File: config.mk
export PLATFORM = sky130hd
export DESIGN_NAME = ula_op_sequencer_flat
export DESIGN_NICKNAME = d
export VERILOG_FILES = /design/src/rtl/ula_op_sequencer_pkg.sv /design/src/rtl/ula_op_sequencer_if.sv /design/src/rtl/ula_op_sequencer_decoder.sv /design/src/rtl/ula_op_sequencer.sv /design/src/flat_wrapper.sv
export SDC_FILE = /design/constraint.sdc
export NUM_CORES = 1
export LEC_CHECK = 0
export BUFFER_PORTS_ARGS = -buffer_cell sky130_fd_sc_hd__clkbuf_2
export CELL_PAD_IN_SITES_DETAIL_PLACEMENT = 1
export CELL_PAD_IN_SITES_GLOBAL_PLACEMENT = 2
export CORE_UTILIZATION = 30
export DETAILED_ROUTE_END_ITERATION = 6
export HOLD_SLACK_MARGIN = 0.05
export PLACE_DENSITY = 0.87
export REMOVE_ABC_BUFFERS = 1
export SETUP_SLACK_MARGIN = 0.1
export SYNTH_ARGS = -nofsm -noshare
export SYNTH_HDL_FRONTEND = slang
export SYNTH_SLANG_ARGS = --single-unit
File: constraint.sdc
create_clock -name clk -period 1.9 [get_ports clk]
set_input_delay 0.19 -clock clk [delete_from_list [all_inputs] [get_ports clk]]
set_output_delay 0.19 -clock clk [all_outputs]
set_load 0.03 [all_outputs]
File: src/rtl/ula_op_sequencer_pkg.sv
// Shared definitions for the ULA op sequencer: opcodes, FSM states, defaults.
// Latency: n/a (types and constants only).
// Backpressure: n/a.
package ula_op_sequencer_pkg;

  localparam int ULA_WIDTH   = 8;
  localparam int ULA_NUM_OPS = 8;

  // Opcode n drives EN line n of the function units.
  typedef enum logic [3:0] {
    OP_AND = 4'd0,
    OP_OR  = 4'd1,
    OP_NOT = 4'd2,
    OP_XOR = 4'd3,
    OP_ADD = 4'd4,
    OP_SUB = 4'd5,
    OP_SHL = 4'd6,
    OP_SHR = 4'd7
  } op_e;

  typedef enum logic [1:0] {
    ST_IDLE  = 2'd0,
    ST_DRIVE = 2'd1,
    ST_HOLD  = 2'd2
  } state_e;

endpackage

File: src/rtl/ula_op_sequencer_if.sv
// Bundles the sequencer's command, unit-side and result handshake signals.
// Latency: n/a (wires only).
// Backpressure: in_ready/res_ready carry the valid/ready flow control.
// Ports: command (in_valid/in_ready/op/a/b), unit side (opnd_a/opnd_b/en/bus_in),
//        result (res_valid/res_ready/res/flag_z/flag_c/flag_n/err_op).
// master = environment (source, units, consumer); slave = the sequencer.
interface ula_op_sequencer_if #(
  parameter int WIDTH   = 8,
  parameter int NUM_OPS = 8
);
  logic               in_valid;
  logic               in_ready;
  logic [3:0]         op;
  logic [WIDTH-1:0]   a;
  logic [WIDTH-1:0]   b;
  logic [WIDTH-1:0]   opnd_a;
  logic [WIDTH-1:0]   opnd_b;
  logic [NUM_OPS-1:0] en;
  logic [WIDTH:0]     bus_in;
  logic               res_valid;
  logic               res_ready;
  logic [WIDTH:0]     res;
  logic               flag_z;
  logic               flag_c;
  logic               flag_n;
  logic               err_op;

  modport master (
    output in_valid, op, a, b, bus_in, res_ready,
    input  in_ready, opnd_a, opnd_b, en, res_valid, res, flag_z, flag_c, flag_n, err_op
  );

  modport slave (
    input  in_valid, op, a, b, bus_in, res_ready,
    output in_ready, opnd_a, opnd_b, en, res_valid, res, flag_z, flag_c, flag_n, err_op
  );
endinterface

File: src/rtl/ula_op_sequencer_decoder.sv
// Opcode to one-hot unit-enable decoder (module ula_op_decoder).
// Latency: combinational; the sequencer registers the result into en.
// Backpressure: none.
// Ports: op (in), onehot (out, NUM_OPS), op_valid (out, op < NUM_OPS).
module ula_op_decoder #(
  parameter int NUM_OPS = 8
) (
  input  logic [3:0]         op,
  output logic [NUM_OPS-1:0] onehot,
  output logic               op_valid
);
  always_comb begin
    op_valid = (32'(op) < NUM_OPS);
    onehot   = op_valid ? (NUM_OPS'(1) << op) : '0;
  end
endmodule

File: src/rtl/ula_op_sequencer.sv
// Sequences one ULA op: registers operands, enables exactly one unit, captures the bus.
// Latency: accept to res_valid = SETTLE_CYCLES+1 edges (1 edge for an invalid opcode).
// Backpressure: in_ready low while driving or while a held result is not taken.
// Ports: clk, rst_n (async active-low), io (slave side of ula_op_sequencer_if).
module ula_op_sequencer
  import ula_op_sequencer_pkg::*;
#(
  parameter int WIDTH         = ULA_WIDTH,
  parameter int NUM_OPS       = ULA_NUM_OPS,
  parameter int SETTLE_CYCLES = 1
) (
  input logic               clk,
  input logic               rst_n,
  ula_op_sequencer_if.slave io
);
  localparam int CNT_W = (SETTLE_CYCLES > 1) ? $clog2(SETTLE_CYCLES) : 1;
  localparam logic [CNT_W-1:0] CNT_LOAD = CNT_W'(SETTLE_CYCLES - 1);

  state_e             state;
  logic [CNT_W-1:0]   cnt;
  logic [NUM_OPS-1:0] dec_onehot;
  logic               dec_valid;
  logic               accept;

  logic [WIDTH-1:0]   opnd_a_q, opnd_b_q;
  logic [NUM_OPS-1:0] en_q;
  logic [WIDTH:0]     res_q;
  logic               res_valid_q, flag_z_q, flag_c_q, flag_n_q, err_op_q;

  ula_op_decoder #(.NUM_OPS(NUM_OPS)) u_dec (
    .op       (io.op),
    .onehot   (dec_onehot),
    .op_valid (dec_valid)
  );

  // Gated by rst_n so the source sees not-ready for the whole reset window.
  assign io.in_ready = rst_n & ((state == ST_IDLE) | ((state == ST_HOLD) & io.res_ready));
  assign accept      = io.in_valid & io.in_ready;

  always_ff @(posedge clk or negedge rst_n) begin
    if (!rst_n) begin
      state       <= ST_IDLE;
      cnt         <= '0;
      opnd_a_q    <= '0;
      opnd_b_q    <= '0;
      en_q        <= '0;
      res_q       <= '0;
      res_valid_q <= 1'b0;
      flag_z_q    <= 1'b0;
      flag_c_q    <= 1'b0;
      flag_n_q    <= 1'b0;
      err_op_q    <= 1'b0;
    end else if (accept) begin
      // Accept has priority so a HOLD handoff takes the next op with no bubble.
      opnd_a_q <= io.a;
      opnd_b_q <= io.b;
      if (dec_valid) begin
        state       <= ST_DRIVE;
        en_q        <= dec_onehot;
        cnt         <= CNT_LOAD;
        res_valid_q <= 1'b0;
      end else begin
        // Invalid opcode: no unit is enabled; report a zero result with err_op.
        state       <= ST_HOLD;
        en_q        <= '0;
        res_q       <= '0;
        flag_z_q    <= 1'b1;
        flag_c_q    <= 1'b0;
        flag_n_q    <= 1'b0;
        err_op_q    <= 1'b1;
        res_valid_q <= 1'b1;
      end
    end else begin
      case (state)
        ST_DRIVE: begin
          if (cnt == '0) begin
            res_q       <= io.bus_in;
            flag_z_q    <= ~|io.bus_in[WIDTH-1:0];
            flag_c_q    <= io.bus_in[WIDTH];
            flag_n_q    <= io.bus_in[WIDTH-1];
            err_op_q    <= 1'b0;
            en_q        <= '0;
            res_valid_q <= 1'b1;
            state       <= ST_HOLD;
          end else begin
            cnt <= cnt - 1'b1;
          end
        end
        ST_HOLD: begin
          if (io.res_ready) begin
            state       <= ST_IDLE;
            res_valid_q <= 1'b0;
          end
        end
        ST_IDLE: ;
        default: state <= ST_IDLE;
      endcase
    end
  end

  assign io.opnd_a    = opnd_a_q;
  assign io.opnd_b    = opnd_b_q;
  assign io.en        = en_q;
  assign io.res       = res_q;
  assign io.res_valid = res_valid_q;
  assign io.flag_z    = flag_z_q;
  assign io.flag_c    = flag_c_q;
  assign io.flag_n    = flag_n_q;
  assign io.err_op    = err_op_q;
endmodule

File: src/flat_wrapper.sv
// flat-port wrapper written by rule: the top's interface ports become plain ports
module ula_op_sequencer_flat import ula_op_sequencer_pkg::*;
#(
  parameter int WIDTH         = ULA_WIDTH,
  parameter int NUM_OPS       = ULA_NUM_OPS,
  parameter int SETTLE_CYCLES = 1
)
  (clk, rst_n, io_in_valid, io_op, io_a, io_b, io_bus_in, io_res_ready, io_in_ready, io_opnd_a, io_opnd_b, io_en, io_res_valid, io_res, io_flag_z, io_flag_c, io_flag_n, io_err_op);
  ula_op_sequencer_if #(.WIDTH(WIDTH), .NUM_OPS(NUM_OPS)) io_i ();
  input logic clk;
  input logic rst_n;
  input wire logic [$bits(io_i.in_valid)-1:0] io_in_valid;
  input wire logic [$bits(io_i.op)-1:0] io_op;
  input wire logic [$bits(io_i.a)-1:0] io_a;
  input wire logic [$bits(io_i.b)-1:0] io_b;
  input wire logic [$bits(io_i.bus_in)-1:0] io_bus_in;
  input wire logic [$bits(io_i.res_ready)-1:0] io_res_ready;
  output wire logic [$bits(io_i.in_ready)-1:0] io_in_ready;
  output wire logic [$bits(io_i.opnd_a)-1:0] io_opnd_a;
  output wire logic [$bits(io_i.opnd_b)-1:0] io_opnd_b;
  output wire logic [$bits(io_i.en)-1:0] io_en;
  output wire logic [$bits(io_i.res_valid)-1:0] io_res_valid;
  output wire logic [$bits(io_i.res)-1:0] io_res;
  output wire logic [$bits(io_i.flag_z)-1:0] io_flag_z;
  output wire logic [$bits(io_i.flag_c)-1:0] io_flag_c;
  output wire logic [$bits(io_i.flag_n)-1:0] io_flag_n;
  output wire logic [$bits(io_i.err_op)-1:0] io_err_op;
  assign io_i.in_valid = io_in_valid;
  assign io_i.op = io_op;
  assign io_i.a = io_a;
  assign io_i.b = io_b;
  assign io_i.bus_in = io_bus_in;
  assign io_i.res_ready = io_res_ready;
  assign io_in_ready = io_i.in_ready;
  assign io_opnd_a = io_i.opnd_a;
  assign io_opnd_b = io_i.opnd_b;
  assign io_en = io_i.en;
  assign io_res_valid = io_i.res_valid;
  assign io_res = io_i.res;
  assign io_flag_z = io_i.flag_z;
  assign io_flag_c = io_i.flag_c;
  assign io_flag_n = io_i.flag_n;
  assign io_err_op = io_i.err_op;
  ula_op_sequencer #(.WIDTH(WIDTH), .NUM_OPS(NUM_OPS), .SETTLE_CYCLES(SETTLE_CYCLES)) u_core (.clk(clk), .rst_n(rst_n), .io(io_i));
endmodule
==> flow_summary.toml, run 1 <==
[critical_path]
critical_path.startpoint_type = "register"
crit_path_max_fanout = 6
crit_slowest_cell = "sky130_fd_sc_hd__dfrtp_1"
worst-endpoint-arrival_ns = 1.52
worst-path-stages = 5
regToRegStartpoint = "u_core.state[0]$_DFFE_PN0P_"
worst_setup_path_end_kind = "output port"
critical_path.max_stage_delay_ns = 0.37
destination_of_the_worst_register_to_register_timing_path = "u_core.io.res[3]$_DFFE_PN0P_"
cp_num_buf_inv = 2
r2r.worst_path.cells = 6
endpoint = "io_in_ready"
critical_path_rt_ns = 1.71
critical_path.top_delay_family = "flip-flops"
setup.worst_path.start = "u_core.state[0]$_DFFE_PN0P_"
setup.reg_to_reg.worst_slack_ns = 0.22
crit_chain = "inv_1, ha_2, a21o_4, and2_1, buf_2"
critical_path_class = "register to output port"

[logic_synthesis]
syn_avg_cell_area_um2 = 14.0
synth_top_area_cell = "sky130_fd_sc_hd__dfrtp_1"
yosys-top-cells-area = "sky130_fd_sc_hd__dfrtp_1, sky130_fd_sc_hd__mux2_4, sky130_fd_sc_hd__a221o_1"
postSynth.asyncResetShare_pct = 100
syn_inst = 127
yosys_reg_bits = 38
syn-cell-area_um2 = 1780
postSynth.topFlopCell = "sky130_fd_sc_hd__dfrtp_1"
most_common_library_cells_after_synthesis = "sky130_fd_sc_hd__dfrtp_1, sky130_fd_sc_hd__a221o_1, sky130_fd_sc_hd__mux2_4, sky130_fd_sc_hd__o211a_1, sky130_fd_sc_hd__mux2_2"
top_count_cell_post_synth = "sky130_fd_sc_hd__dfrtp_1"
synth-warning-count = 0
synth-edff-count = 0
number_of_distinct_library_cell_variants_in_the_gate_level_netlist_after_synthesis = 32
synth_seq_area_share_pct = 53.5
yosys.area.top_type_share_pct = 53.5

[placed_design]
port_buffers = 71
gp_congestion = 0.748
placed_cells_incl_taps = 268
hpwl_mm = 3.55
post_dp_cell_area_um2 = 2220

[global_route]
grt_antenna_before_repair = 0
track_usage_pct = 16.3
grt_pass1_vias = 1464
global_route_wire_length_before_repair_mm = 7.70
overflow = 0
pin_count_of_the_biggest_net_entering_global_routing = 29

[layout]
final_net_count = 244
final_cells = 281
finished_layout_cell_area_um2 = 2390
layout.core_utilization_pct = 42.5
area_growth_pct = 34.3
antenna-diode-count = 0
fillCellCount = 627
final_layout_size_suffix_gt1_share_pct = 54.5

[timing]
tightestPinTransition_ns = 0.481
fmaxAchievable_ghz = 0.583
hold_viol_final = 0
slew_headroom_pct = 67.8
fin_skew_ns = 0.00330
setup_viol = 0
final.hold.worst_slack_ns = 0.137
rsz_0062_raised_after_global_routing = "yes"
final_min_period_over_clock_period_pct = 90.2
finalWorstPathRequiredPeriod_ns = 1.71
final-max-slew-violation-count = 0
setup-tns-final_ns = 0

[clocking]
path_clk_slew_ns = 0.07
tritoncts_num_sinks = 38
cts-root-to-sink-buffers = 2
cts_tree = "built"
cts-buffers-inserted = 5
clock-root-buffer = "sky130_fd_sc_hd__clkbuf_8"
worstSkewPairLatency_ns = 0.28
h-tree-depth = 2

[route]
postRouteWirelength_mm = 4.59
routed-via-count = 1414
postRouteAntennaNets = 0
detail_route.first_pass.iterations = 4
post_drt_wl_per_cell_um = 16.3
remaining_drc_errors = 0
dr.first_iter.drc_count = 27
detail_route.vias_per_cell = 5.03

[floorplanning]
die-height_um = 79.0
core_region_area_um2 = 5610
floorplan.initialDensity_pct = 31.7
ios = 72
fp.dieW_um = 79.0
design.die.area_um2 = 6230
floorplan.rows = 27

[outcome]
status = "finished, final reports clean"

[worst_hold_path]
hold_class = "primary input to register"
min_path_cells = 2

[run]
max_cap_viol_count = 0

[pwr]
irDropWorstVdd_v = 0.000644
leakagePower_nw = 1.23
power_density_nw_per_um2 = 1740
[placed cells by master, fill, tap and decap left out, types with 4 or more instances in the layout]
master,netlist,layout
sky130_fd_sc_hd__clkbuf_8,0,6
sky130_fd_sc_hd__o211a_1,9,9
sky130_fd_sc_hd__dfrtp_1,38,38
sky130_fd_sc_hd__nand2_1,4,4
sky130_fd_sc_hd__clkbuf_2,0,70
sky130_fd_sc_hd__buf_4,2,6
sky130_fd_sc_hd__mux2_4,9,9
sky130_fd_sc_hd__mux2_2,7,7
sky130_fd_sc_hd__a22o_1,4,4
sky130_fd_sc_hd__a221o_1,9,9
sky130_fd_sc_hd__a32o_1,4,4
[per-layer routing]
metal	routed length (um)	GRT usage, %	vias up
met2	2170	27.1	58
met4	58	4.91	0
met5	0	0	-
met3	324	4.83	5
li1	-	-	647
met1	2040	20.3	704
[where the power goes]
group | switching [mW] | internal (mW) | leakage [nW]
combinational | 1.38 | 0.833 | 0.710
sequential | 0.230 | 1.15 | 0.477
clock | 0.259 | 0.292 | 0.0482
[stage by stage]
stage                     setup slack [ns]  total power [mW]
after floorplan                      0.183              2.87
after global placement               0.162              3.50
after detailed placement            0.0787              3.58
after CTS                            0.121              4.18
after global routing                 0.106              4.40
final                                0.186              4.14
[how the worst min path moves through the flow]
| stage | from | endpoint | slack [ns] |
|---|---|---|---|
| final | io_b[2] | u_core.io.opnd_b[2]$_DFFE_PN0P_ | 0.14 |
| after global routing | io_b[1] | u_core.io.opnd_b[1]$_DFFE_PN0P_ | 0.13 |
| after CTS | io_b[1] | u_core.io.opnd_b[1]$_DFFE_PN0P_ | 0.13 |
| after detailed placement | rst_n | u_core.io.err_op$_DFFE_PN0P_ | 0.19 |
| after global placement | rst_n | u_core.io.err_op$_DFFE_PN0P_ | 0.17 |
| after floorplan | rst_n | u_core.io.en[0]$_DFFE_PN0P_ | -0.11 |
[timing repair]
item	in CTS	in global routing
hold buffers	3	0
setup endpoints to repair	14	2
setup buffers	2	0
resized for setup	2	2
pin swaps	2	1
hold endpoints to repair	38	0
[state kept, by name (all words and copies together) (netlist names)]
register,flops
u_core.io.flag_c,1
u_core.io.opnd_a,8
u_core.io.flag_z,1
u_core.io.opnd_b,8
u_core.io.res_valid,1
u_core.state,2
u_core.io.err_op,1
u_core.io.en,8
u_core.io.res,8
[layout make-up]
cell class	count	area [um2]	share of cell area, %
Inverter	4	15.0	0.629
Clock buffer	7	86.3	3.62
Clock inverter	1	5.00	0.210
Tap cell	72	90.1	3.78
Multi-Input combinational cell	77	758	31.8
Sequential cell	38	951	39.9
Timing Repair Buffer	82	480	20.1
[logic make-up after synthesis]
logic type	count (synthesis)	share of synthesized area, %
buf+inv	12	4.44
flops	38	53.5
simple gates	19	7.61
fa+ha+maj	3	2.11
compound gates	39	20.3
mux	16	12.0
Note: power is estimated with default switching activity, not from simulation.
==> run 2, diff against run 1 <==
==> constraint.sdc (replaced) <==
create_clock -name clk -period 1.9 [get_ports clk]
set_input_delay 0.095 -clock clk [delete_from_list [all_inputs] [get_ports clk]]
set_output_delay 0.095 -clock clk [all_outputs]
set_load 0.03 [all_outputs]
==> run 2 against run 1 <==
Non-clock buffer count grew 20. Worst setup slack gained 0.035 ns. Cell count grew 7.1%. Critical path depth is the same. Maximum frequency grew 2.1%. Via count grew 6.4%. Sequential cell count is the same. Final area grew 8.5%. First-iteration DRC count grew 93%. Sequential power is essentially flat. Clock skew grew 0.00085 ns. Wire length grew 9.1%. Largest power group unchanged. Highest routed layer unchanged.
==> flow_summary.toml, run 2 (synthesized netlist as in run 1, its figures left out) <==
[pwr]
totalPowerFinal_mw = 4.31
leakagePower_nw = 1.32
power_density_nw_per_um2 = 1670
irDropWorstVdd_v = 0.000637

[route]
post_drt_wl_per_cell_um = 16.6
remaining_drc_errors = 0
routed-via-count = 1504
detail_route.vias_per_cell = 5.00
postRouteAntennaNets = 0
detail_route.first_pass.iterations = 4
postRouteWirelength_mm = 5.01
dr.first_iter.drc_count = 52

[clocking]
clock-root-buffer = "sky130_fd_sc_hd__clkbuf_8"
cts_tree = "built"
h-tree-depth = 2
worstSkewPairLatency_ns = 0.29
tritoncts_num_sinks = 38
cts-buffers-inserted = 5
path_clk_slew_ns = 0.07
cts-root-to-sink-buffers = 2

[placed_design]
hpwl_mm = 3.39
gp_congestion = 0.752
port_buffers = 71

[layout]
final_layout_size_suffix_gt1_share_pct = 50.2
antenna-diode-count = 0
fillCellCount = 629
most-common-layout-cells = "sky130_fd_sc_hd__clkbuf_2, sky130_fd_sc_hd__dfrtp_1, sky130_fd_sc_hd__dlygate4sd3_1"
layout_commonest_cell = "sky130_fd_sc_hd__clkbuf_2"
final_net_count = 264
area_growth_pct = 45.8

[floorplanning]
floorplan.initialDensity_pct = 31.7
fp.dieW_um = 79.0
ios = 72
die-height_um = 79.0
floorplan.rows = 27
design.die.area_um2 = 6230
core_region_area_um2 = 5610

[critical_path]
crit_chain = "inv_1, ha_2, a21o_2, and2_1, clkbuf_2"
critical_path_class = "register to output port"
cp_num_buf_inv = 2
worst_setup_path_end_kind = "output port"
setup.reg_to_reg.worst_slack_ns = 0.25
critical_path.top_delay_family = "flip-flops"
critical_path_rt_ns = 1.80
critical_path.max_stage_delay_ns = 0.40
destination_of_the_worst_register_to_register_timing_path = "u_core.io.opnd_a[1]$_DFFE_PN0P_"
r2r.worst_path.cells = 6
critical_path.startpoint_type = "register"
regToRegStartpoint = "u_core.state[0]$_DFFE_PN0P_"
worst-endpoint-arrival_ns = 1.58
crit_slowest_cell = "sky130_fd_sc_hd__dfrtp_1"
crit_path_max_fanout = 6

[global_route]
global_route_wire_length_before_repair_mm = 8.18
track_usage_pct = 17.2
grt_antenna_before_repair = 0
pin_count_of_the_biggest_net_entering_global_routing = 30
grt_pass1_vias = 1519
overflow = 0

[timing]
final-max-slew-violation-count = 0
fin_skew_ns = 0.00416
tightestPinTransition_ns = 0.366
hold_viol_final = 0
finalWorstPathRequiredPeriod_ns = 1.68
rsz_0062_raised_after_global_routing = "no"
setup_viol = 0
final_min_period_over_clock_period_pct = 88.4
slew_headroom_pct = 75.4
setup-tns-final_ns = 0
fmaxAchievable_ghz = 0.595

[worst_hold_path]
min_path_cells = 2
hold_class = "primary input to register"
timing.hold.worst.start = "io_bus_in[6]"
min_to = "u_core.io.res[6]$_DFFE_PN0P_"

[outcome]
status = "finished, final reports clean"

[run]
max_cap_viol_count = 0
## run 2: report_power, final
group / total [mW] / switching [mW] / internal, mW
sequential: 1.39 / 0.243 / 1.15
clock: 0.659 / 0.273 / 0.386
combinational: 2.26 / 1.40 / 0.862
total: 4.31 / 1.92 / 2.40
## run 2: worst max path at each step
stage                                      endpoint  slack (ns)                         from  cells after the start
global route                            io_in_ready        0.11  u_core.state[0]$_DFFE_PN0P_                      5
CTS                 u_core.io.opnd_a[2]$_DFFE_PN0P_        0.10                        rst_n                      6
floorplan           u_core.io.opnd_a[0]$_DFFE_PN0P_        0.18  u_core.state[0]$_DFFE_PN0P_                      5
finish                                  io_in_ready        0.22  u_core.state[0]$_DFFE_PN0P_                      5
global placement        u_core.io.en[3]$_DFFE_PN0P_        0.16  u_core.state[0]$_DFFE_PN0P_                      5
detailed placement     u_core.io.res[3]$_DFFE_PN0P_        0.09  u_core.state[0]$_DFFE_PN0P_                      5
## run 2: per-layer routing
metal	vias up	share of wire (%)	GRT usage, %
li1	686	-	-
met1	754	42	20.3
met2	58	50	30.2
met3	6	7.1	5.06
met4	0	1.3	4.91
met5	-	0	0
## run 2: layout make-up
| class | count | area, um2 | share of cell area, % |
|---|---|---|---|
| inverter | 4 | 15.0 | 0.580 |
| sequential | 38 | 951 | 36.7 |
| timing repair buffer | 102 | 671 | 25.9 |
| multi-input combinational | 77 | 754 | 29.1 |
| clock buffer | 5 | 68.8 | 2.66 |
| tap | 72 | 90.1 | 3.48 |
| clock inverter | 3 | 40.0 | 1.55 |
## run 2: timing repair
action                                  in CTS  in global routing
setup buffers                                2                  1
pin swaps                                    1                  1
hold buffers                                23                  0
endpoints found under the setup margin      13                 26
hold endpoints to repair                    60                  0
resized for setup                            0                  3
## run 2: stage by stage
| step | utilization (%) | area (um2) | cells | hold WS [ns] | setup slack, ns |
|---|---|---|---|---|---|
| final | 46.2 | 2590 | 301 | 0.0611 | 0.220 |
| after global routing | 46.2 | 2590 | 301 | 0.0524 | 0.115 |
| after CTS | 45.9 | 2570 | 300 | 0.0513 | 0.105 |
| after detailed placement | 39.4 | 2210 | 267 | 0.0789 | 0.0880 |
| after global placement | 39.4 | 2210 | 267 | 0.0738 | 0.165 |
| after floorplan | - | 1710 | 119 | -0.201 | 0.183 |
==> run 3, diff against run 2 <==
Settings changed: BUFFER_PORTS_ARGS -buffer_cell sky130_fd_sc_hd__clkbuf_2 to -buffer_cell sky130_fd_sc_hd__buf_4, SKIP_CTS_REPAIR_TIMING set to 1.
==> run 3 against run 2 <==
Maximum frequency shrank 2.0%. Global-route usage shrank 2.5 points. Sequential power is essentially flat. Clock power shrank 16%. Total power grew 2.7%. Clock-buffer cell count grew 2. Non-clock buffer count shrank 5. Highest routed layer unchanged. Critical path depth grew 1. Worst setup slack lost 0.035 ns. Largest cell class unchanged.
==> flow_summary.toml, run 3 (synthesized netlist as in run 1, its figures left out) <==
[critical_path]
critical_path_rt_ns = 2.07
critical_path_class = "register to register"
worst_setup_path_end_kind = "register"
crit_path_max_fanout = 16
cp_num_buf_inv = 2
crit_slowest_cell = "sky130_fd_sc_hd__dfrtp_1"
critical_path.startpoint_type = "register"
crit_chain = "inv_1, ha_1, a21oi_4, nor2_4, buf_12, mux2_2"
critical_path.top_delay_family = "flip-flops"
critical_path.max_stage_delay_ns = 0.40
worst-endpoint-arrival_ns = 1.88

[floorplanning]
core_region_area_um2 = 5610
design.die.area_um2 = 6230
floorplan.initialDensity_pct = 31.7
floorplan.rows = 27
ios = 72
die-height_um = 79.0
fp.dieW_um = 79.0

[layout]
area_growth_pct = 52.2
final_layout_size_suffix_gt1_share_pct = 49.6
antenna-diode-count = 0
final_cells = 296
most-common-layout-cells = "sky130_fd_sc_hd__buf_4, sky130_fd_sc_hd__dfrtp_1, sky130_fd_sc_hd__dlygate4sd3_1"
final_net_count = 259
layout_commonest_cell = "sky130_fd_sc_hd__buf_4"
fillCellCount = 604

[pwr]
combinationalPowerShare_pct = 56.1
share_clk_of_total_power_pct = 12.5
power.share.switching_pct = 43.0
irDropWorstVdd_v = 0.000791
p_sw_mw = 1.91
power_report.internal_total_mw = 2.52
leakagePower_nw = 1.34
power_density_nw_per_um2 = 1640
power.share.sequential_pct = 31.4

[global_route]
grt_pass1_vias = 1350
global_route_wire_length_before_repair_mm = 6.98
grt_antenna_before_repair = 0
track_usage_pct = 14.7
pin_count_of_the_biggest_net_entering_global_routing = 26
overflow = 0

[route]
postRouteAntennaNets = 0
wirelength_met1_mm = 2.20
met2_length_mm = 2.37
detail_route.vias_per_cell = 4.90
postRouteWirelength_mm = 4.99
met3WireLength_um = 345
remaining_drc_errors = 0
routed-via-count = 1449
detail_route.first_pass.iterations = 4
post_drt_wl_per_cell_um = 16.9
highest-signal-layer = "met4"
dr.first_iter.drc_count = 45

[timing]
tightestPinTransition_ns = 0.625
hold_viol_final = 0
finalWorstPathRequiredPeriod_ns = 1.71
final-max-slew-violation-count = 0
setup-tns-final_ns = 0
rsz_0062_raised_after_global_routing = "no"
final_min_period_over_clock_period_pct = 90.2
fmaxAchievable_ghz = 0.583
fin_skew_ns = 0.00432
final.hold.worst_slack_ns = 0.0464
slew_headroom_pct = 58.2
setup_viol = 0

[outcome]
status = "finished, final reports clean"

[clocking]
path_clk_slew_ns = 0.07
clock-root-buffer = "sky130_fd_sc_hd__clkbuf_8"
cts_tree = "built"
tritoncts_num_sinks = 38
h-tree-depth = 2
cts-buffers-inserted = 5
cts-root-to-sink-buffers = 2
worstSkewPairLatency_ns = 0.28

[placed_design]
placed_cells_incl_taps = 267
hpwl_mm = 3.48
gp_congestion = 0.721
port_buffers = 71

[run]
max_cap_viol_count = 0

[worst_hold_path]
hold_class = "primary input to register"
run 3: layer usage:
metal | vias up | GRT usage [%]
li1 | 676 | -
met1 | 701 | 19.1
met2 | 65 | 23.9
met3 | 7 | 3.33
met4 | 0 | 5.45
met5 | - | 0
run 3: cell type report:
cell class	count	area, um2	area share (%)
timing repair buffer	97	801	29.6
clock buffer	7	86.3	3.19
inverter	4	15.0	0.555
tap	72	90.1	3.33
sequential	38	951	35.2
multi-input combinational	77	756	28.0
clock inverter	1	5.00	0.185
run 3: stage by stage:
step                      util, %  total power, mW  instance area, um2  worst slack, ns
final                        48.2             4.43                2700            0.185
after global routing         48.2             4.67                2700            0.106
after CTS                    44.2             4.37                2480           0.0644
after detailed placement     42.5             3.80                2390           0.0764
after global placement       42.5             3.73                2390            0.150
after floorplan                 -             2.87                1710            0.183
run 3: path summary, 6_finish.rpt:
kind                       slack [ns]                         from                         endpoint  depth (start not counted)
min in group asynchronous        0.40                        rst_n  u_core.io.opnd_a[6]$_DFFE_PN0P_                          3
max in group asynchronous        0.54                        rst_n      u_core.io.en[4]$_DFFE_PN0P_                          3
min reg2reg                      0.50  u_core.io.en[3]$_DFFE_PN0P_      u_core.io.en[3]$_DFFE_PN0P_                          1
max reg2reg                      0.19  u_core.state[1]$_DFFE_PN0P_  u_core.io.opnd_a[3]$_DFFE_PN0P_                          6
min                              0.05                      io_a[6]  u_core.io.opnd_a[6]$_DFFE_PN0P_                          2
max                              0.19  u_core.state[1]$_DFFE_PN0P_  u_core.io.opnd_a[3]$_DFFE_PN0P_                          6
run 3: power by group through the flow:
stage	logic [mW]	registers [mW]	clock network (mW)
3_5_place_dp	2.40	1.40	0
5_1_grt	2.64	1.43	0.602
4_1_cts	2.41	1.38	0.577
3_3_place_gp	2.35	1.38	0
2_1_floorplan	0.825	2.04	0
6_report	2.48	1.39	0.555
run 3: worst reg2reg max path: stages (launching register included):
cell	delay [ns]
sky130_fd_sc_hd__dfrtp_1	0.40
sky130_fd_sc_hd__inv_1	0.10
sky130_fd_sc_hd__ha_1	0.30
sky130_fd_sc_hd__a21oi_4	0.10
sky130_fd_sc_hd__nor2_4	0.17
sky130_fd_sc_hd__buf_12	0.18
sky130_fd_sc_hd__mux2_2	0.36
